==> config.mk <==
export PLATFORM = sky130hd
export DESIGN_NAME = unary_mult_scheduler
export DESIGN_NICKNAME = d
export VERILOG_FILES = /design/src/rtl/unary_mult_scheduler.sv
export SDC_FILE = /design/constraint.sdc
export NUM_CORES = 1
export LEC_CHECK = 0
export ABC_CLOCK_PERIOD_IN_PS = 3300
export CORE_UTILIZATION = 40
export CTS_CLUSTER_SIZE = 40
export DETAILED_ROUTE_END_ITERATION = 7
export PLACE_DENSITY = 0.7
export SYNTH_ARGS = -nofsm -noshare
export SYNTH_HDL_FRONTEND = slang
export SYNTH_SLANG_ARGS = --single-unit
export TNS_END_PERCENT = 5
==> constraint.sdc <==
create_clock -name clk -period 3.3 [get_ports clk]
set_input_delay 0.33 -clock clk [delete_from_list [all_inputs] [get_ports clk]]
set_output_delay 0.33 -clock clk [all_outputs]
set_load 0.02 [all_outputs]
==> src/rtl/unary_mult_scheduler.sv <==
// Round-robin front end that serialises binary operand pairs into unary streams for a
// shared unary multiplier, counts the unary product and hands back one response per job.
module unary_mult_scheduler #(
  parameter int BIN_BITS     = 4,
  parameter int NUM_REQ      = 4,
  parameter int DRAIN_CYCLES = (1 << BIN_BITS) * (1 << BIN_BITS) + 4
) (
  input  logic                          clk,
  input  logic                          reset,
  input  logic [NUM_REQ-1:0]            req_valid,
  input  logic [NUM_REQ*BIN_BITS-1:0]   req_a,
  input  logic [NUM_REQ*BIN_BITS-1:0]   req_b,
  output logic [NUM_REQ-1:0]            req_ready,
  output logic                          mul_in_a,
  output logic                          mul_in_b,
  output logic                          mul_in_valid,
  input  logic                          mul_out,
  output logic                          resp_valid,
  input  logic                          resp_ready,
  output logic [$clog2(NUM_REQ)-1:0]    resp_id,
  output logic [2*BIN_BITS-1:0]         resp_product,
  output logic                          busy,
  output logic [1:0]                    dbg_state
);

  localparam int U_BITS = 1 << BIN_BITS;
  localparam int IW     = $clog2(NUM_REQ);
  localparam int PW     = 2 * BIN_BITS;

  // Handshakes: a request transfers on a cycle with req_valid[i] && req_ready[i];
  // a response transfers on a cycle with resp_valid && resp_ready. Payloads hold while valid.
  typedef enum logic [1:0] {IDLE = 2'd0, FEED = 2'd1, DRAIN = 2'd2, RESP = 2'd3} state_t;

  state_t                state_q, state_d;
  logic [31:0]           cyc_q, cyc_d;
  logic [BIN_BITS-1:0]   a_q, a_d, b_q, b_d;
  logic [IW-1:0]         id_q, id_d, ptr_q, ptr_d;
  logic [PW-1:0]         prod_q, prod_d;
  logic                  mul_in_a_q, mul_in_a_d, mul_in_b_q, mul_in_b_d;
  logic                  mul_in_valid_q, mul_in_valid_d;

  logic                  gnt_found;
  logic [IW-1:0]         gnt_idx;
  logic [BIN_BITS-1:0]   sel_a, sel_b;

  // Search starts at the pointer, which always holds (last granted + 1) mod NUM_REQ.
  always_comb begin
    gnt_found = 1'b0;
    gnt_idx   = '0;
    for (int j = 0; j < NUM_REQ; j++) begin
      if (!gnt_found && req_valid[(int'(ptr_q) + j) % NUM_REQ]) begin
        gnt_found = 1'b1;
        gnt_idx   = IW'((int'(ptr_q) + j) % NUM_REQ);
      end
    end
  end

  assign sel_a = req_a[gnt_idx*BIN_BITS +: BIN_BITS];
  assign sel_b = req_b[gnt_idx*BIN_BITS +: BIN_BITS];

  always_comb begin
    state_d = state_q;
    cyc_d   = cyc_q;
    a_d     = a_q;
    b_d     = b_q;
    id_d    = id_q;
    ptr_d   = ptr_q;
    prod_d  = prod_q;
    case (state_q)
      IDLE: begin
        if (gnt_found) begin
          a_d    = sel_a;
          b_d    = sel_b;
          id_d   = gnt_idx;
          ptr_d  = (gnt_idx == IW'(NUM_REQ - 1)) ? '0 : gnt_idx + IW'(1);
          prod_d = '0;
          cyc_d  = '0;
          state_d = (sel_a == '0 || sel_b == '0) ? RESP : FEED;
        end
      end
      FEED: begin
        if (mul_out && prod_q != '1) prod_d = prod_q + PW'(1);
        if (cyc_q == 32'(U_BITS - 1)) begin
          state_d = DRAIN;
          cyc_d   = '0;
        end else begin
          cyc_d = cyc_q + 32'd1;
        end
      end
      DRAIN: begin
        if (mul_out && prod_q != '1) prod_d = prod_q + PW'(1);
        if (cyc_q == 32'(DRAIN_CYCLES - 1)) begin
          state_d = RESP;
          cyc_d   = '0;
        end else begin
          cyc_d = cyc_q + 32'd1;
        end
      end
      RESP: begin
        if (resp_ready) state_d = IDLE;
      end
      default: state_d = IDLE;
    endcase
  end

  // Stream bits are computed from next-cycle values so they line up with the FEED cycles.
  always_comb begin
    mul_in_valid_d = (state_d == FEED);
    mul_in_a_d     = (state_d == FEED) && (cyc_d < 32'(a_d));
    mul_in_b_d     = (state_d == FEED) && (cyc_d < 32'(b_d));
  end

  always_ff @(posedge clk) begin
    if (reset) begin
      state_q        <= IDLE;
      cyc_q          <= '0;
      a_q            <= '0;
      b_q            <= '0;
      id_q           <= '0;
      ptr_q          <= '0;
      prod_q         <= '0;
      mul_in_a_q     <= 1'b0;
      mul_in_b_q     <= 1'b0;
      mul_in_valid_q <= 1'b0;
    end else begin
      state_q        <= state_d;
      cyc_q          <= cyc_d;
      a_q            <= a_d;
      b_q            <= b_d;
      id_q           <= id_d;
      ptr_q          <= ptr_d;
      prod_q         <= prod_d;
      mul_in_a_q     <= mul_in_a_d;
      mul_in_b_q     <= mul_in_b_d;
      mul_in_valid_q <= mul_in_valid_d;
    end
  end

  assign req_ready    = (state_q == IDLE && gnt_found && !reset) ?
                        (NUM_REQ'(1) << gnt_idx) : '0;
  assign mul_in_a     = mul_in_a_q;
  assign mul_in_b     = mul_in_b_q;
  assign mul_in_valid = mul_in_valid_q;
  assign resp_valid   = (state_q == RESP);
  assign resp_id      = id_q;
  assign resp_product = prod_q;
  assign busy         = (state_q != IDLE);
  assign dbg_state    = state_q;

endmodule

; After elaboration in Yosys (flattened, before gate mapping)
; Index checks and enable logic that the tools add are counted.
[word_totals]
register_bits = 57
latchBits = 0
ram_bits = 0
mem_bits_ro = 0
input_bits = 40
output_inout_bits = 21
elab_cells = 100
n_memories = 0
[op_classes]
addsub = 6
mul = 0
div_mod_pow = 0
n_lt_le_gt_ge = 6
eq_ne = 10
n_shift = 3
muxes = 38
n_bitwise = 3
reduce_logical = 24
[op_table]
columns = operator, count
row1 = $mux 32, 3
row2 = $pmux 32 s3, 1
row3 = $lt 32x4->1, 2
row4 = $add 32x1->32 const B, 1
row5 = $eq 32x4->1 const B, 1
row6 = $eq 32x9->1 const B, 1
row7 = $shiftx 16x5->4, 2
row8 = $mux 2, 10
row9 = $mux 4, 5
row10 = $mux 8, 2
row11 = $pmux 8 s2, 1
row12 = $lt 3x4->1 const B, 3
row13 = $mux 1, 11
row14 = $add 8x1->8 const B, 1
row15 = $bmux 1 s2, 4
row16 = $logic_and 1x1->1, 8
row17 = $logic_not 4->1, 2
row18 = $ne 8x8->1 const B, 1
row19 = $pmux 2 s4, 1
row20 = $reduce_or 2->1, 4
row21 = $eq 2x2->1 const B, 3
row22 = $add 2x1->2 const B, 2
row23 = $add 2x2->2 const B, 2
row24 = $eq 2x1->1 const B, 2
row25 = other kinds (11), 17

; Logic depth before layout (Yosys ltp)
; Gate-level depths: netlist of the first run.
[depth]
word_depth = 22
mapped_depth = 15
mapped_depth_nobuf = 12

; Worst setup path before layout of the first run
; Ideal clock, no wire load.
[synth_path]
kind = register -> register
startpoint = register cyc_q[22]
endpoint = register mul_in_b_q, in the netlist mul_in_b
setup_ns = 0.131
arrival_ns = 2.689
required_time_ns = 3.169
setup_slack_ns = 0.480
stages_incl_launch_ff = 16
n_path_buf = 3
period_less_slack_ns = 2.820
cell_sequence = dfxtp_1 clkbuf_1 nor4_2 nand4_2 o41ai_2 a21o_2 buf_6 clkbuf_1 o21ai_0 nand2_1 o31ai_1 ha_1 o21a_1 nor2_1 a21oi_1 nor4_2
[synth_between]
elab_chain_len = 5
elab_cells_between_ends = 13
classes_between = 1 x add/sub / 1 x order compare / 3 x eq/ne / 7 x mux / 1 x reduce/logical
[synth_rtl]
columns = item, line
row1 = "start, declared", 35  ; logic [31:0] cyc_q, cyc_d;
row2 = "start signal, assigned", 127  ; cyc_q <= cyc_d;
row3 = $eq 32x9->1 or $eq 32x4->1 (tied branches), "92, 83"
row4 = "$mux 32, on equally long branches", "92, 83"
row5 = $pmux 32 s3 *, 69  ; case (state_q)
row6 = via cyc_d[3], 35
row7 = $lt 32x4->1 *, 110  ; mul_in_b_d = (state_d == FEED) && (cyc_d < 32'(b_d));
row8 = $logic_and 1x1->1 *, 110
row9 = "end signal, assigned", 134  ; mul_in_b_q <= mul_in_b_d;
row10 = "end, declared", 39  ; logic mul_in_a_q, mul_in_a_d, mul_in_b_q, mul_in_b_d;
; The timed path passes the listed nets; every way through them passes the cells marked *.
; A chain may end at the register's enable or synchronous reset.

; Worst setup path after layout of the first run
[layout_path]
startpoint = register cyc_q[6]
endpoint = register mul_in_a_q, in the netlist mul_in_a
[layout_between]
elab_chain_len = 5
elab_cells_between_ends = 13
classes_between = 1 x add/sub / 1 x order compare / 3 x eq/ne / 7 x mux / 1 x reduce/logical
[layout_rtl]
columns = item, line
row1 = $add 32x1->32 (tied with other cells), "87, 96"
row2 = $mux 32 (tied with other cells), 92  ; if (cyc_q == 32'(DRAIN_CYCLES - 1)) begin
row3 = $pmux 32 s3 or $pmux 2 s4 (tied branches), 69
row4 = $lt 32x4->1 or $eq 2x1->1 (tied branches), 109  ; mul_in_a_d = (state_d == FEED) && (cyc_d < 32'(a_d));
row5 = $logic_and 1x1->1 *, 109
row6 = "end signal, assigned", 133  ; mul_in_a_q <= mul_in_a_d;
row7 = "end, declared", 39
; Mark *: on every way between the ends. The rest lies on a longest branch, timed or not.

==> results of run 1 <==
cell families (layout without fill, tap and decap cells):
family,after synthesis,after routing
DFF,57,57
AOI/OAI and AO/OA,132,132
xor gates and xnor gates,14,14
and+or+nand+nor,242,242
adders and majority gates,16,16
muxes,28,28
buffers and inverters,49,123
state kept, by name, summed over array words and instances (netlist names):
| register | flops |
|---|---|
| mul_in_b | 1 |
| a_q | 4 |
| mul_in_valid | 1 |
| dbg_state | 2 |
| b_q | 4 |
| resp_product | 8 |
| ptr_q | 2 |
| cyc_q | 32 |
| mul_in_a | 1 |
| resp_id | 2 |
layer usage:
metal / track usage (%) / routed length, µm / vias to the layer above / share of wire (%)
li1: - / - / 2109 / -
met1: 31.40 / 5595 / 1994 / 45
met2: 38.11 / 6016 / 139 / 48
met3: 4.909 / 664 / 19 / 5.3
met4: 6.315 / 220 / 0 / 1.8
met5: 0 / 0 / - / 0
cell type report:
cell class	instances	area share (%)
clock buffer	10	2.636
multi-input combinational	432	53.65
clock inverter	6	1.294
tap	133	3.187
timing repair buffer	96	16.58
sequential	57	21.85
inverter	11	0.7908
through the flow:
stage,hold slack (ps),util (%),setup TNS (ps),std cells,total power (W)
final,480.1,52.93,0,745,0.003204
after global routing,505.7,52.93,-58.34,745,0.003424
after CTS,482.8,52.57,0,745,0.003180
after detailed placement,473.9,50.44,-880.4,729,0.002481
after global placement,451.0,50.44,-273.4,729,0.002444
after floorplan,451.0,-,0,538,0.001956
worst max-delay path: cells and delay by family, from the launching register on:
family	cells	cell delay (ps)
compound gates	3	960
flops	1	390
simple gates	5	1750
cells in the mapped netlist (2+ instances only):
master    count  area, µm²
and4_1        6      52.55
a31oi_1      11      68.82
nor4_4        2      42.54
mux2_2        4      45.04
mux2i_1      23      230.2
a311oi_1      2      17.52
or3_1         9      56.30
or4_1         3      22.52
nand3b_1      2      15.01
a21oi_1      48      240.2
a21o_1        3      22.52
nand2_1      57      214.0
o31ai_1       2      15.01
nand2b_1      4      25.02
a22o_1        2      17.52
xnor2_1       3      26.28
nor2_1       61      229.0
o21a_1        3      22.52
nand4_1      16      100.1
inv_1        11      41.29
nor2_2        2      12.51
a22oi_1       3      22.52
nor4_1       10      62.56
buf_2        11      55.05
nor3_1       15      75.07
nand3_1      15      75.07
a211oi_1      5      37.54
ha_1         16      200.2
xor2_1       11      96.34
nor2b_1       7      43.79
and2_1        7      43.79
or2_2         2      12.51
nand4_2       2      25.02
o31a_1        2      17.52
and3_1       10      62.56
clkbuf_1     23      86.33
buf_6         4      45.04
o21ai_0      29      145.1
dfxtp_1      57       1141
o21ai_1       2      10.01
nor4_2        4      50.05
power breakdown:
part	total [W]	leakage, nW	switching, W	internal, W
clock network	0.000683	0.0985	0.000313	0.000370
registers	0.000853	0.463	0.0000657	0.000787
logic	0.00167	1.43	0.000968	0.000700
total	0.00320	1.99	0.00135	0.00186
final timing paths:
kind                              endpoint       start  slack, ps  cells past startpoint
worst min-delay path            resp_id[0]  resp_id[0]        480                      2
worst max register to register    mul_in_a    cyc_q[6]        160                      8
worst max-delay path              mul_in_a    cyc_q[6]        160                      8
worst min register to register  resp_id[0]  resp_id[0]        480                      2
timing repair:
action / in CTS / in global routing
endpoints found under the setup margin: 2 / 2
pin swaps: 0 / 1
buffers inserted: 0 / 0
gates resized for setup: 1 / 5
cloned: 0 / 0
==> flow_metrics.env, run 1 <==
export IMPL_grt_max_degree=50
export IMPL_die_x_um=103.6
export IMPL_outcome="complete, no violations"
export IMPL_ios=61
export IMPL_tightest_slew_ps=734.2
export IMPL_synth_top_family_by_area="simple AND/OR/NAND/NOR gates"
export IMPL_cp_start_kind="flop"
export IMPL_fin_worst_skew_ps=7.168
export IMPL_slowest_stage="o41ai_4"
export IMPL_cts_root_buffer="clkbuf_8"
export IMPL_ys_seq_area_share_pct=27.66
export IMPL_power_density_nw_per_um2=613.6
export IMPL_start_util_pct=41.82
export IMPL_syn_num_nets=594
export IMPL_crit_top_cell="nand4_1"
export IMPL_synth_seq_cells=57
export IMPL_clk_path_buf_depth=2
export IMPL_yosys_warnings=0
export IMPL_die_area_um2=10720
export IMPL_setup_viol=0
export IMPL_finalCritPeriodShare_pct=95.23
export IMPL_syn_to_final_growth_pct=26.57
export IMPL_arrival_ps=3430
export IMPL_synth_compound_area_share_pct=20.53
export IMPL_synth_edff_count=0
export IMPL_stdcell_area_um2=5221
export IMPL_drc=0
export IMPL_worstPathMaxFanout=17
export IMPL_ctsHoldBuffers=0
export IMPL_maxCapViolCount=0
export IMPL_yosys_area_share_xor_xnor_pct=2.972
export IMPL_fp_row_count=36
export IMPL_path_class="reg -> reg"
export IMPL_die_h_um=103.6
export IMPL_clock_latency_ps=340
export IMPL_final_common_cell="nor2_1"
export IMPL_grt_antenna_before_repair=0
export IMPL_place_ws_ps=-219.8
export IMPL_fin_nets=663
export IMPL_first_iter_violations=254
export IMPL_relSlewSlack_pct=50.79
export IMPL_postPlaceCellArea_um2=4976
export IMPL_crit_chain="nor4_2, nand4_1, o41ai_4, a21o_4, o311a_1, nor4bb_1, nand4_1, and4bb_1"
export IMPL_final_max_slew_viol_count=0
export IMPL_drt_pass1_iter_count=5
export IMPL_gp_congestion=0.8864
export IMPL_synthArstFlopShare_pct=0
export IMPL_cts_sinks=57
export IMPL_synth_simple_area_share_pct=31.51
export IMPL_num_vias=4261
export IMPL_h_tree_depth=3
export IMPL_hold_path_class="reg -> reg"
export IMPL_dp_hpwl_um=9257
export IMPL_syn_avg_cell_area_um2=7.668
export IMPL_fmax_ghz=0.3182
export IMPL_gr_total_overflow=0
export IMPL_routed_wl_um=12500
export IMPL_ant_nets=0
export IMPL_period_needed_ps=3143
export IMPL_diodes=0
export IMPL_syn_area_um2=4125
export IMPL_viasPerCell=5.719
export IMPL_cts_buffers=9
export IMPL_hold_viol_final=0
export IMPL_coreArea_um2=9864
export IMPL_fin_ws_ps=157.4
export IMPL_grt_pass1_vias=4077
export IMPL_required_ps=3590
export IMPL_drive_gt1_share_pct=13.40
export IMPL_nFillCells=930
export IMPL_power_leakage_nw=1.987
export IMPL_clkTransAtPathRegs_ps=70
export IMPL_grt_pass1_wl_um=20430
export IMPL_synthAdderAreaFrac_pct=4.853
export IMPL_muxShareOfSynthArea_pct=6.946
export IMPL_ir_drop_v=0.0003968
export IMPL_grtUsageTotal_pct=23.46
export IMPL_ys_types=70
export IMPL_layout_common_cells="nor2_1 (61), clkdlybuf4s50_1 (59), nand2_1 (57), dfxtp_1 (57), a21oi_1 (48)"
export IMPL_synthCells=538
export IMPL_register_area_um2=1141
export IMPL_synth_flop_cell="dfxtp_1"
export IMPL_cts_tree="built"
export IMPL_multiInputGateArea_um2=2801
export IMPL_end_kind="flop"
export IMPL_wl_per_cell_um=16.77
export IMPL_max_stage_delay_ps=440
export IMPL_io_buffers=60
Note: power is estimated with default switching activity, not from simulation.
==> run 2, diff against run 1 <==
--- a/config.mk
+++ b/config.mk
@@ -6,6 +6,7 @@
 export NUM_CORES = 1
 export LEC_CHECK = 0
 export ABC_CLOCK_PERIOD_IN_PS = 3300
+export CORE_MARGIN = 2
 export CORE_UTILIZATION = 40
 export CTS_CLUSTER_SIZE = 40
 export DETAILED_ROUTE_END_ITERATION = 7
==> run 2 against run 1 <==
- sequential share of layout area is 0.38 points higher
- power is 1.2% higher
- sequential cell count stayed put
- register-to-register slack better by 90 ps
- routed wire length is 3.1% lower
- first-iteration DRC count is 13% higher
- largest power group unchanged
- highest routed layer unchanged
==> flow_metrics.env, run 2 (synthesis results as in run 1) <==
export IMPL_critical_path_top_delay_family="compound AO/OA/AOI/OAI gates"
export IMPL_worstPathMaxFanout=17
export IMPL_worstReg2RegStart="cyc_q[7]"
export IMPL_setup_tns_ps=0
export IMPL_relSlewSlack_pct=56.59
export IMPL_num_vias=4306
export IMPL_outcome="complete, no violations"
export IMPL_viasPerCell=5.851
export IMPL_cts_buffers=9
export IMPL_wl_per_cell_um=16.46
export IMPL_fin_ws_ps=244.4
export IMPL_cts_tree="built"
export IMPL_tightest_slew_ps=651.1
export IMPL_arrival_ps=3330
export IMPL_die_h_um=105.6
export IMPL_r2r_slack_ps=240
export IMPL_post_cts_buffers=0
export IMPL_fmax_ghz=0.3273
export IMPL_fp_row_count=37
export IMPL_cts_root_buffer="clkbuf_8"
export IMPL_drive_gt1_share_pct=11.33
export IMPL_syn_to_final_growth_pct=24.42
export IMPL_coreArea_um2=10180
export IMPL_hold_depth=2
export IMPL_crit_chain="nor4_2, nand4_2, o41ai_2, a21o_2, buf_4, a31oi_1, a2111oi_4, nand4_1, nor4_2"
export IMPL_rr_endpoint="mul_in_b"
export IMPL_fin_worst_skew_ps=8.402
export IMPL_top_register="cyc_q"
export IMPL_largest_reg_flops=32
export IMPL_cts_sinks=57
export IMPL_path_class="reg -> reg"
export IMPL_die_area_um2=11140
export IMPL_required_ps=3570
export IMPL_drt_pass1_iter_count=5
export IMPL_period_needed_ps=3056
export IMPL_crit_top_cell="nor4_2"
export IMPL_slowest_stage="o41ai_2"
export IMPL_clock_latency_ps=350
export IMPL_grt_pass1_vias=4122
export IMPL_critPathBufInv=1
export IMPL_layout_common_cells="nor2_1 (61), clkdlybuf4s50_1 (59), nand2_1 (57), dfxtp_1 (57), a21oi_1 (48)"
export IMPL_ios=61
export IMPL_grt_pass1_wl_um=20690
export IMPL_maxCapViolCount=0
export IMPL_clkTransAtPathRegs_ps=70
export IMPL_grt_setup_unrepaired="false"
export IMPL_dp_cells=721
export IMPL_cp_start_kind="flop"
export IMPL_max_stage_delay_ps=460
export IMPL_gp_congestion=0.9258
export IMPL_reg2regPathDepth=9
export IMPL_dp_hpwl_um=9024
export IMPL_power_density_nw_per_um2=631.7
export IMPL_power_leakage_nw=1.934
export IMPL_io_buffers=60
export IMPL_final_max_slew_viol_count=0
export IMPL_first_iter_violations=286
export IMPL_min_delay_start="resp_id[0]"
export IMPL_diodes=0
export IMPL_start_util_pct=40.50
export IMPL_ant_nets=0
export IMPL_stdcell_count=736
export IMPL_drc=0
export IMPL_fin_nets=652
export IMPL_gr_total_overflow=0
export IMPL_ir_drop_v=0.0002522
export IMPL_end_kind="flop"
export IMPL_place_ws_ps=265.8
export IMPL_h_tree_depth=3
export IMPL_grt_max_degree=50
export IMPL_min_to="resp_id[0]"
export IMPL_setup_viol=0
export IMPL_finalCritPeriodShare_pct=92.59
export IMPL_hold_viol_final=0
export IMPL_hold_ws_ps=458.9
export IMPL_clk_path_buf_depth=2
export IMPL_final_common_cell="nor2_1"
export IMPL_routed_wl_um=12110
export IMPL_die_x_um=105.6
export IMPL_hold_path_class="reg -> reg"
export IMPL_grtUsageTotal_pct=22.81
export IMPL_grt_antenna_before_repair=0
run 2: cell types whose count changed in the layout (fill, tap and decap cells not counted):
cell,previous run,this run
a21o_2,0,1
a21o_4,1,0
buf_12,0,1
buf_4,36,24
bufinv_16,1,2
clkinv_4,2,0
nor2_2,1,2
nor2_4,1,0
nor4_1,8,10
nor4_2,6,4
o41ai_2,0,1
o41ai_4,1,0
run 2: report_power, final:
part / switching (W) / internal, W / total (W)
clock: 0.000298 / 0.000440 / 0.000737
combinational: 0.000954 / 0.000703 / 0.00166
sequential: 0.0000602 / 0.000787 / 0.000847
run 2: per-stage QoR:
step | utilization [%] | total power (W) | instance area (µm²)
after floorplan | - | 0.001956 | 4125
after global placement | 48.21 | 0.002460 | 4910
after detailed placement | 48.21 | 0.002496 | 4910
after CTS | 50.34 | 0.003238 | 5127
after global routing | 50.39 | 0.003478 | 5132
final | 50.39 | 0.003242 | 5132
run 2: tightest hold or removal path: stages (launching register included):
cell and delay [ps]:
dfxtp_1 310, nand2_1 50, a21oi_1 50
run 2: cell type report:
type | count | area [µm²]
clock inverters | 5 | 80.08
fillers | 1024 | 5052
clock buffers | 10 | 137.6
inverters | 11 | 41.29
well taps | 136 | 170.2
multi-input cells | 432 | 2766
repair buffers | 85 | 795.8
flip-flops and latches | 57 | 1141
run 2: worst max path at each step:
stage	depth (start not counted)	from	end	slack, ps
after floorplan	15	cyc_q[22]	mul_in_b	480
after global placement	13	req_valid[0]	mul_in_a	320
after detailed placement	11	req_valid[0]	dbg_state[1]	270
after CTS	9	cyc_q[7]	mul_in_b	280
after global routing	9	cyc_q[7]	mul_in_b	0.2
final	9	cyc_q[7]	mul_in_b	240
run 2: per-layer routing:
layer	wire length [µm]	share of wire, %	vias to the layer above	GRT usage (%)
li1	-	-	2086	-
met1	5626	46	2051	30.77
met2	5660	47	150	36.22
met3	621	5.1	19	4.329
met4	206	1.7	0	8.365
met5	0	0	-	0
run 2: what timing repair did:
action,in CTS,in global routing
setup endpoints to repair,0,1
hold buffers,0,0
resized for setup,0,1
==> run 3, diff against run 2 <==
--- a/config.mk
+++ b/config.mk
@@ -10,6 +10,7 @@
 export CORE_UTILIZATION = 40
 export CTS_CLUSTER_SIZE = 40
 export DETAILED_ROUTE_END_ITERATION = 7
+export GPL_ROUTABILITY_DRIVEN = 0
 export PLACE_DENSITY = 0.7
 export SYNTH_ARGS = -nofsm -noshare
 export SYNTH_HDL_FRONTEND = slang
==> run 3 against run 2 <==
- sequential power grew 0.6%
- fmax shrank 3.5%
- sequential cell count unchanged
- power shrank 0.58%
- first-iteration DRC count rose by 5.9%
- utilization increased by 0.49 points
- hold slack improved by 3.0 ps
- cell count increased by 0.82%
- critical path depth stayed put
- sequential share of layout area fell by 0.21 points
- largest power group unchanged
==> flow_metrics.env, run 3 (synthesis results as in run 1) <==
export IMPL_stdcell_count=742
export IMPL_diodes=0
export IMPL_r2r_slack_ps=140
export IMPL_grt_pass1_vias=4199
export IMPL_setup_tns_ps=0
export IMPL_setup_viol=0
export IMPL_cp_start_kind="flop"
export IMPL_period_needed_ps=3165
export IMPL_hold_path_class="reg -> reg"
export IMPL_post_route_util_pct=50.88
export IMPL_fmax_ghz=0.3160
export IMPL_clk_path_buf_depth=2
export IMPL_cts_root_buffer="clkbuf_8"
export IMPL_postPlaceCellArea_um2=4960
export IMPL_top_register="cyc_q"
export IMPL_largest_reg_flops=32
export IMPL_coreArea_um2=10180
export IMPL_power_leakage_nw=1.960
export IMPL_hold_ws_ps=461.9
export IMPL_clkTransAtPathRegs_ps=70
export IMPL_wl_per_cell_um=16.24
export IMPL_drt_pass1_iter_count=5
export IMPL_cts_tree="built"
export IMPL_grt_pass1_wl_um=19860
export IMPL_syn_to_final_growth_pct=25.63
export IMPL_hold_viol_final=0
export IMPL_ant_nets=0
export IMPL_layout_common_cells="nor2_1 (61), clkdlybuf4s50_1 (59), nand2_1 (57), dfxtp_1 (57), a21oi_1 (48)"
export IMPL_power_frac_comb_pct=53.1
export IMPL_path_class="reg -> reg"
export IMPL_start_util_pct=40.50
export IMPL_die_x_um=105.6
export IMPL_die_h_um=105.6
export IMPL_die_area_um2=11140
export IMPL_drc=0
export IMPL_ios=61
export IMPL_grt_setup_unrepaired="false"
export IMPL_fin_nets=657
export IMPL_required_ps=3560
export IMPL_end_kind="flop"
export IMPL_gr_total_overflow=0
export IMPL_power_density_nw_per_um2=622.0
export IMPL_viasPerCell=5.825
export IMPL_io_buffers=60
export IMPL_arrival_ps=3430
export IMPL_ctsHoldBuffers=0
export IMPL_p_clk_share_pct=20.5
export IMPL_power_frac_seq_pct=26.4
export IMPL_relSlewSlack_pct=48.31
export IMPL_grt_max_degree=50
export IMPL_drive_gt1_share_pct=12.38
export IMPL_finalCritPeriodShare_pct=95.90
export IMPL_grtUsageTotal_pct=21.82
export IMPL_dp_cells=726
export IMPL_cts_sinks=57
export IMPL_routed_wl_um=12050
export IMPL_ir_drop_v=0.0003082
export IMPL_post_cts_buffers=0
export IMPL_stdcell_area_um2=5182
export IMPL_first_iter_violations=303
export IMPL_power_switching_w=0.001343
export IMPL_maxCapViolCount=0
export IMPL_final_common_cell="nor2_1"
export IMPL_fin_worst_skew_ps=8.408
export IMPL_tightest_slew_ps=769.4
export IMPL_swShare_pct=41.68
export IMPL_outcome="complete, no violations"
export IMPL_grt_antenna_before_repair=0
export IMPL_num_vias=4322
export IMPL_fp_row_count=37
export IMPL_worstPathMaxFanout=6
export IMPL_cts_buffers=9
export IMPL_h_tree_depth=3
export IMPL_clock_latency_ps=350
export IMPL_dp_hpwl_um=8937
export IMPL_final_max_slew_viol_count=0
export IMPL_intPower_w=0.001880
[run 3: power groups by stage]
| stage | sequential (W) | clock, W | combinational [W] |
|---|---|---|---|
| after floorplan | 0.000895 | 0 | 0.00106 |
| after global placement | 0.000864 | 0 | 0.00165 |
| after detailed placement | 0.000866 | 0 | 0.00167 |
| after CTS | 0.000852 | 0.000675 | 0.00168 |
| after global routing | 0.000865 | 0.000701 | 0.00187 |
| final | 0.000852 | 0.000660 | 0.00171 |
[run 3: metal layers]
layer	up-vias	routed length [µm]	part of all wire (%)	track usage (%)
met5	-	0	0	0
met4	0	454	3.8	11.65
met3	39	610	5.1	3.278
met2	163	5521	46	35.44
met1	2030	5463	45	27.83
li1	2090	-	-	-
[run 3: path summary, 6_finish.rpt]
path,cells past startpoint,startpoint,endpoint
hold / removal,2,resp_id[0],resp_id[0]
setup reg to reg,9,cyc_q[0],mul_in_b
setup / recovery,9,cyc_q[0],mul_in_b
hold reg to reg,2,resp_id[0],resp_id[0]
[run 3: final cells by class]
cell class,count,area (µm²)
multi-input combinational,432,2790
fill,987,5002
sequential,57,1141
clock buffer,9,123.9
tap,136,170.2
inverter,11,41.29
clock inverter,7,70.07
timing repair buffer,90,845.8
[run 3: what timing repair did]
item | in CTS | in global routing
resized for setup | 0 | 4
setup endpoints to repair | 0 | 1
endpoints found under the hold margin | 0 | 0
[run 3: critical path, stage by stage (launching register included)]
cell and delay, ps:
dfxtp_1 420, ha_1 200, nand2_1 90, nor3_1 670
and4_1 350, xor2_1 100, or4_1 530, o311ai_1 290
nand4_1 180, nor4_2 260
[run 3: stage by stage]
stage / setup slack (ps) / power, W
after floorplan: 479.8 / 0.001956
after global placement: 189.8 / 0.002512
after detailed placement: 219.3 / 0.002539
after CTS: 185.7 / 0.003209
after global routing: 6.558 / 0.003439
final: 135.1 / 0.003223
